## src/rtl/xc_funnel_shift_unit_if.sv

```systemverilog
// Operand/result handshake bundle for the multi-cycle funnel shifter.
// master drives operands and accepts results; slave is the shifter.
interface xc_funnel_shift_unit_if #(parameter int XLEN = 32);
   logic            flush;
   logic            in_valid;
   logic            in_ready;
   logic            op_fsl;
   logic            op_fsr;
   logic [XLEN-1:0] rs1;
   logic [XLEN-1:0] rs2;
   logic [XLEN-1:0] rs3;
   logic            out_valid;
   logic            out_ready;
   logic [XLEN-1:0] result;

   modport master (
      output flush, in_valid, op_fsl, op_fsr, rs1, rs2, rs3, out_ready,
      input  in_ready, out_valid, result
   );

   modport slave (
      input  flush, in_valid, op_fsl, op_fsr, rs1, rs2, rs3, out_ready,
      output in_ready, out_valid, result
   );
endinterface

```

## src/rtl/xc_funnel_shift_unit.sv

```systemverilog
// Multi-cycle funnel shifter (FSL/FSR/FSRI): rotates {rs1,rs3} right in log2
// steps, STEPS_PER_CYCLE steps per clock, and returns the upper half as rd.
module xc_funnel_shift_unit #(
   parameter int XLEN            = 32,
   parameter int STEPS_PER_CYCLE = 1
) (
   input  logic                  g_clk,
   input  logic                  g_reset,
   xc_funnel_shift_unit_if.slave bus
);
   localparam int         N    = 6 / STEPS_PER_CYCLE;
   localparam logic [2:0] S3   = 3'(STEPS_PER_CYCLE);
   localparam int         AW   = 2 * XLEN;

   typedef enum logic [1:0] {IDLE, BUSY, DONE} state_t;

   state_t          state;
   logic [AW-1:0]   a;
   logic [AW-1:0]   a_next;
   logic [5:0]      amt;
   logic [5:0]      amt_in;
   logic [2:0]      step;
   logic [2:0]      cnt;
   logic            unused_rs2;

   assign unused_rs2 = ^bus.rs2[XLEN-1:6];

   // FSL becomes a right rotate by the 6-bit two's complement of the shift;
   // any op other than a clean FSL is executed as FSR.
   assign amt_in = (bus.op_fsl && !bus.op_fsr) ? 6'd0 - bus.rs2[5:0] : bus.rs2[5:0];

   always_comb begin
      a_next = a;
      for (int k = 5; k >= 0; k--) begin
         if (k <= int'(step) && k > int'(step) - STEPS_PER_CYCLE && amt[k])
            a_next = (a_next >> (1 << k)) | (a_next << (AW - (1 << k)));
      end
   end

   always_ff @(posedge g_clk or posedge g_reset) begin
      if (g_reset) begin
         state         <= IDLE;
         bus.in_ready  <= 1'b1;
         bus.out_valid <= 1'b0;
         bus.result    <= '0;
         a             <= '0;
         amt           <= '0;
         step          <= '0;
         cnt           <= '0;
      end else if (bus.flush) begin
         state         <= IDLE;
         bus.in_ready  <= 1'b1;
         bus.out_valid <= 1'b0;
      end else begin
         case (state)
            IDLE: if (bus.in_valid) begin
               a            <= {bus.rs1, bus.rs3};
               amt          <= amt_in;
               step         <= 3'd5;
               cnt          <= 3'(N);
               bus.in_ready <= 1'b0;
               state        <= BUSY;
            end
            BUSY: if (cnt != 3'd0) begin
               a    <= a_next;
               step <= step - S3;
               cnt  <= cnt - 3'd1;
            end else begin
               // one extra cycle registers the result so out_valid and data rise together
               bus.result    <= a[AW-1:XLEN];
               bus.out_valid <= 1'b1;
               state         <= DONE;
            end
            DONE: if (bus.out_ready) begin
               bus.out_valid <= 1'b0;
               bus.in_ready  <= 1'b1;
               state         <= IDLE;
            end
            default: state <= IDLE;
         endcase
      end
   end
endmodule

```

## src/flat_wrapper.sv

```systemverilog
// flat-port wrapper written by rule: the top's interface ports become plain ports
module xc_funnel_shift_unit_flat 
#(
   parameter int XLEN            = 32,
   parameter int STEPS_PER_CYCLE = 1
)
  (g_clk, g_reset, bus_flush, bus_in_valid, bus_op_fsl, bus_op_fsr, bus_rs1, bus_rs2, bus_rs3, bus_out_ready, bus_in_ready, bus_out_valid, bus_result);
  xc_funnel_shift_unit_if #(.XLEN(XLEN)) bus_i ();
  input  logic g_clk;
  input  logic g_reset;
  input wire logic [$bits(bus_i.flush)-1:0] bus_flush;
  input wire logic [$bits(bus_i.in_valid)-1:0] bus_in_valid;
  input wire logic [$bits(bus_i.op_fsl)-1:0] bus_op_fsl;
  input wire logic [$bits(bus_i.op_fsr)-1:0] bus_op_fsr;
  input wire logic [$bits(bus_i.rs1)-1:0] bus_rs1;
  input wire logic [$bits(bus_i.rs2)-1:0] bus_rs2;
  input wire logic [$bits(bus_i.rs3)-1:0] bus_rs3;
  input wire logic [$bits(bus_i.out_ready)-1:0] bus_out_ready;
  output wire logic [$bits(bus_i.in_ready)-1:0] bus_in_ready;
  output wire logic [$bits(bus_i.out_valid)-1:0] bus_out_valid;
  output wire logic [$bits(bus_i.result)-1:0] bus_result;
  assign bus_i.flush = bus_flush;
  assign bus_i.in_valid = bus_in_valid;
  assign bus_i.op_fsl = bus_op_fsl;
  assign bus_i.op_fsr = bus_op_fsr;
  assign bus_i.rs1 = bus_rs1;
  assign bus_i.rs2 = bus_rs2;
  assign bus_i.rs3 = bus_rs3;
  assign bus_i.out_ready = bus_out_ready;
  assign bus_in_ready = bus_i.in_ready;
  assign bus_out_valid = bus_i.out_valid;
  assign bus_result = bus_i.result;
  xc_funnel_shift_unit #(.XLEN(XLEN), .STEPS_PER_CYCLE(STEPS_PER_CYCLE)) u_core (.g_clk(g_clk), .g_reset(g_reset), .bus(bus_i));
endmodule
```

## config.mk

```make
export PLATFORM = sky130hd
export DESIGN_NAME = xc_funnel_shift_unit_flat
export DESIGN_NICKNAME = d
export VERILOG_FILES = /design/src/rtl/xc_funnel_shift_unit_if.sv /design/src/rtl/xc_funnel_shift_unit.sv /design/src/flat_wrapper.sv
export SDC_FILE = /design/constraint.sdc
export NUM_CORES = 1
export LEC_CHECK = 0
export CAP_MARGIN = 20
export CORE_MARGIN = 5
export CORE_UTILIZATION = 29
export CTS_BUF_LIST = sky130_fd_sc_hd__clkbuf_8
export DETAILED_ROUTE_END_ITERATION = 8
export GPL_ROUTABILITY_DRIVEN = 0
export GPL_TIMING_DRIVEN = 0
export PLACE_DENSITY = 0.53
export SKIP_CTS_REPAIR_TIMING = 1
export SLEW_MARGIN = 10
export SYNTH_ARGS = -nofsm -noshare
export SYNTH_HDL_FRONTEND = slang
export SYNTH_SLANG_ARGS = --single-unit
```

## constraint.sdc

```tcl
create_clock -name g_clk -period 6 [get_ports g_clk]
set_input_delay 1.2 -clock g_clk [delete_from_list [all_inputs] [get_ports g_clk]]
set_output_delay 1.2 -clock g_clk [all_outputs]
set_load 0.005 [all_outputs]
```

==> results.json <==
{
  "synth_largest_area_cell": "dfrtp_1",
  "utilization": 0.3523,
  "tritoncts": "yes",
  "vdd_drop_max_mv": 0.1699,
  "power_frac_comb": 0.719,
  "wl_um": 50090,
  "fp.dieArea_mm2": 0.03813,
  "grt_max_degree": 59,
  "synth_top_cells_by_area": "dfrtp_1, nand3_1, mux2_2",
  "hp-class": "register to register",
  "r2r_end": "u_core.a[31]",
  "grt_pass1_vias": 11230,
  "r2r_start": "u_core.step[0]",
  "syn_nets": 1341,
  "grt_remaining_overflow": 0,
  "crit_type": "register to register",
  "insertion_delay_ns": 0.43,
  "slew_headroom": 0.2401,
  "core-area_mm2": 0.03370,
  "async_flop_share": 1.000,
  "finalWorstSetupSlack_ns": 0.8226,
  "cts_sinks": 112,
  "worstRegToRegCells": 15,
  "fin_skew_ns": 0.02037,
  "grt_setup_unrepaired": "false",
  "slowest_stage": "nor4_2",
  "synth_cell_types": 59,
  "syn_inst": 1229,
  "grt_pass1_wl_um": 72860,
  "period_share": 0.8629,
  "ios": 137,
  "numCtsBuffers": 9,
  "p_clk_frac": 0.075,
  "clk_pin_slew_ns": 0.12,
  "arrival_ns": 5.51,
  "cts_buffer_depth": 2,
  "synth-edff-count": 0,
  "worstPathRequired_ns": 6.34,
  "critPathMaxFanout": 10,
  "ys_seq_elements": 112,
  "fp-row-count": 67,
  "critPathCaptureType": "register",
  "synth_most_common_cell": "nand3_1",
  "avgViaCountPerCell": 6.460,
  "setup_tns_ns": 0,
  "area_growth_pct": 19.30,
  "avgSynthCellArea_um2": 8.099,
  "maxCapViolCount": 0,
  "die_x_um": 195.3,
  "ys_seq_area_frac": 0.2817,
  "antenna_found_initial": 2,
  "detailroute.via_count": 11680,
  "htreeDepth": 3,
  "min_path_cells": 1,
  "synth.area.mux_share": 0.1500,
  "synth_xor_area_frac": 0.003520,
  "start_kind": "register",
  "port-buffer-count": 110,
  "start_util": 0.2954,
  "drc_errors": 5,
  "slew_violations": 0,
  "outcome": "complete, but fails checks",
  "drtIter0Drc": 1909,
  "power_density_mw_per_mm2": 573.7,
  "worstHoldStart": "u_core.bus.result[8]",
  "pre_cts_ws_ns": 1.206,
  "die_h_um": 195.3,
  "violations": "design-rule violations",
  "p_switching_mw": 3.949,
  "power_leakage_nw": 4.658,
  "synthAdderAreaFrac": 0.01131,
  "tightest_slew_ns": 1.131,
  "final_antenna_net_count": 0,
  "synth_commonest_cells": "nand3_1, dfrtp_1, a21oi_1",
  "finalCriticalPeriod_ns": 5.177,
  "worst_hold_slack_ns": 0.5143,
  "track_usage": 0.2505,
  "fin_nets": 1465,
  "synth_compound_area_frac": 0.2596,
  "synthFlopType": "dfrtp_1",
  "wl_per_cell_um": 27.70,
  "drive_gt1_frac": 0.1186,
  "timing.fmax_mhz": 193.1,
  "hpwlAfterDp_um": 38970,
  "swShare": 0.5796,
  "r2r_slack_ns": 0.82,
  "setup_viol": 0,
  "synth_area_mm2": 0.009953,
  "yosys.area_share.simple": 0.2304,
  "drtPass1Iterations": 9,
  "finalHoldViolCount": 0,
  "total_power_mw": 6.812,
  "path_cells": "buf_6 -> inv_1 -> ha_1 -> ha_1 -> buf_2 -> nand3b_1 -> nor4_2 -> clkbuf_1 -> nand3_1 -> nand4_1 -> mux2i_1 -> mux2i_1 -> nand2_1 -> nand3_1 -> a21oi_1",
  "sequentialPowerShare": 0.206,
  "root_buffer": "clkbuf_8",
  "synth_warnings": 0,
  "synth_top_family_by_area": "compound AO/OA/AOI/OAI gates",
  "p_int_mw": 2.864,
  "slowest_delay_ns": 1.00,
  "hold_end": "u_core.bus.result[8]",
  "synthDominantCellAreaShare": 0.2791
}
## power groups by stage
stage / combinational [mW] / clock (mW) / sequential [mW]
floorplan: 3.00 / 0 / 1.16
global placement: 4.58 / 0 / 1.37
detailed placement: 4.58 / 0 / 1.38
CTS: 4.60 / 0.534 / 1.36
global route: 5.08 / 0.555 / 1.40
finish: 4.90 / 0.508 / 1.41
## worst max path at each step
stage | from | to | slack (ns)
floorplan | g_reset | u_core.a[0] | 1.84
global placement | g_reset | u_core.amt[4] | -0.03
detailed placement | u_core.step[0] | u_core.a[31] | 1.21
CTS | u_core.step[0] | u_core.a[31] | 1.16
global route | u_core.step[0] | u_core.a[31] | 0.68
finish | u_core.step[0] | u_core.a[31] | 0.82
## layout make-up
cell class	count	area, µm²
Clock inverter	7	85.08
Tap cell	448	560.5
Fill cell	3619	21830
Timing Repair Buffer	113	1141
Inverter	11	46.29
Clock buffer	9	123.9
Antenna cell	2	5.005
Buffer	127	590.6
Multi-Input combinational cell	979	6518
Sequential cell	112	2804
## cells by family (layout without fill, tap and decap cells)
family,Yosys count,in the layout
other,0,2
multiplexers,139,139
AO/OA/AOI/OAI,372,372
adder cells (fa/ha/maj),9,9
XOR/XNOR,4,4
flip-flops,112,112
buffers and inverters,138,267
AND/OR/NAND/NOR,455,455
## sequential cells by signal, summed over array words and instances, names as in the netlist
name / cells
u_core.bus.in_ready: 1
u_core.a: 64
u_core.amt: 6
u_core.step: 3
u_core.bus.out_valid: 1
u_core.bus.result: 32
u_core.state: 2
u_core.cnt: 3
## cell usage in the layout, fill, tap and decap left out, types with 10 or more instances in the layout
master	synthesis	final
a22oi_1	70	70
clkdlybuf4s50_1	0	110
a21oi_1	92	92
mux2i_1	67	67
buf_4	10	11
a32oi_1	10	10
nand3_1	203	203
mux2_2	71	71
o221ai_1	11	11
buf_2	43	44
o2111ai_1	58	58
nor2_1	57	57
a31oi_1	11	11
nand4_1	27	27
dfrtp_1	111	111
nand2_1	70	70
clkbuf_1	63	63
and3_1	52	52
o21ai_0	18	18
o21ai_1	24	24
o22ai_1	22	22
and2_1	26	26
a211oi_1	13	13
## metrics by stage
stage,cell area [µm²],instances
floorplan,9953,1229
global placement,11610,1787
detailed placement,11650,1789
CTS,11860,1805
global route,11870,1806
finish,11870,1808
## critical path: cells and delay by family, from the launching register on
kind | cells | cell delay (ns)
adders and majority gates | 2 | 0.50
muxes | 2 | 0.93
AOI/OAI and AO/OA | 1 | 0.06
and+or+nand+nor | 6 | 1.94
buffers and inverters | 4 | 1.12
DFF | 1 | 0.51
## metal layers
metal / vias to the layer above / wire [µm] / part of all wire / global-route usage
met4: 6 / 3408 / 0.068 / 0.1334
met3: 268 / 7055 / 0.14 / 0.1210
met2: 856 / 20370 / 0.41 / 0.3645
met5: - / 143 / 0.0029 / 0.01405
li1: 5007 / - / - / -
met1: 5542 / 19110 / 0.38 / 0.3041
(Power assumes the default switching activity.)
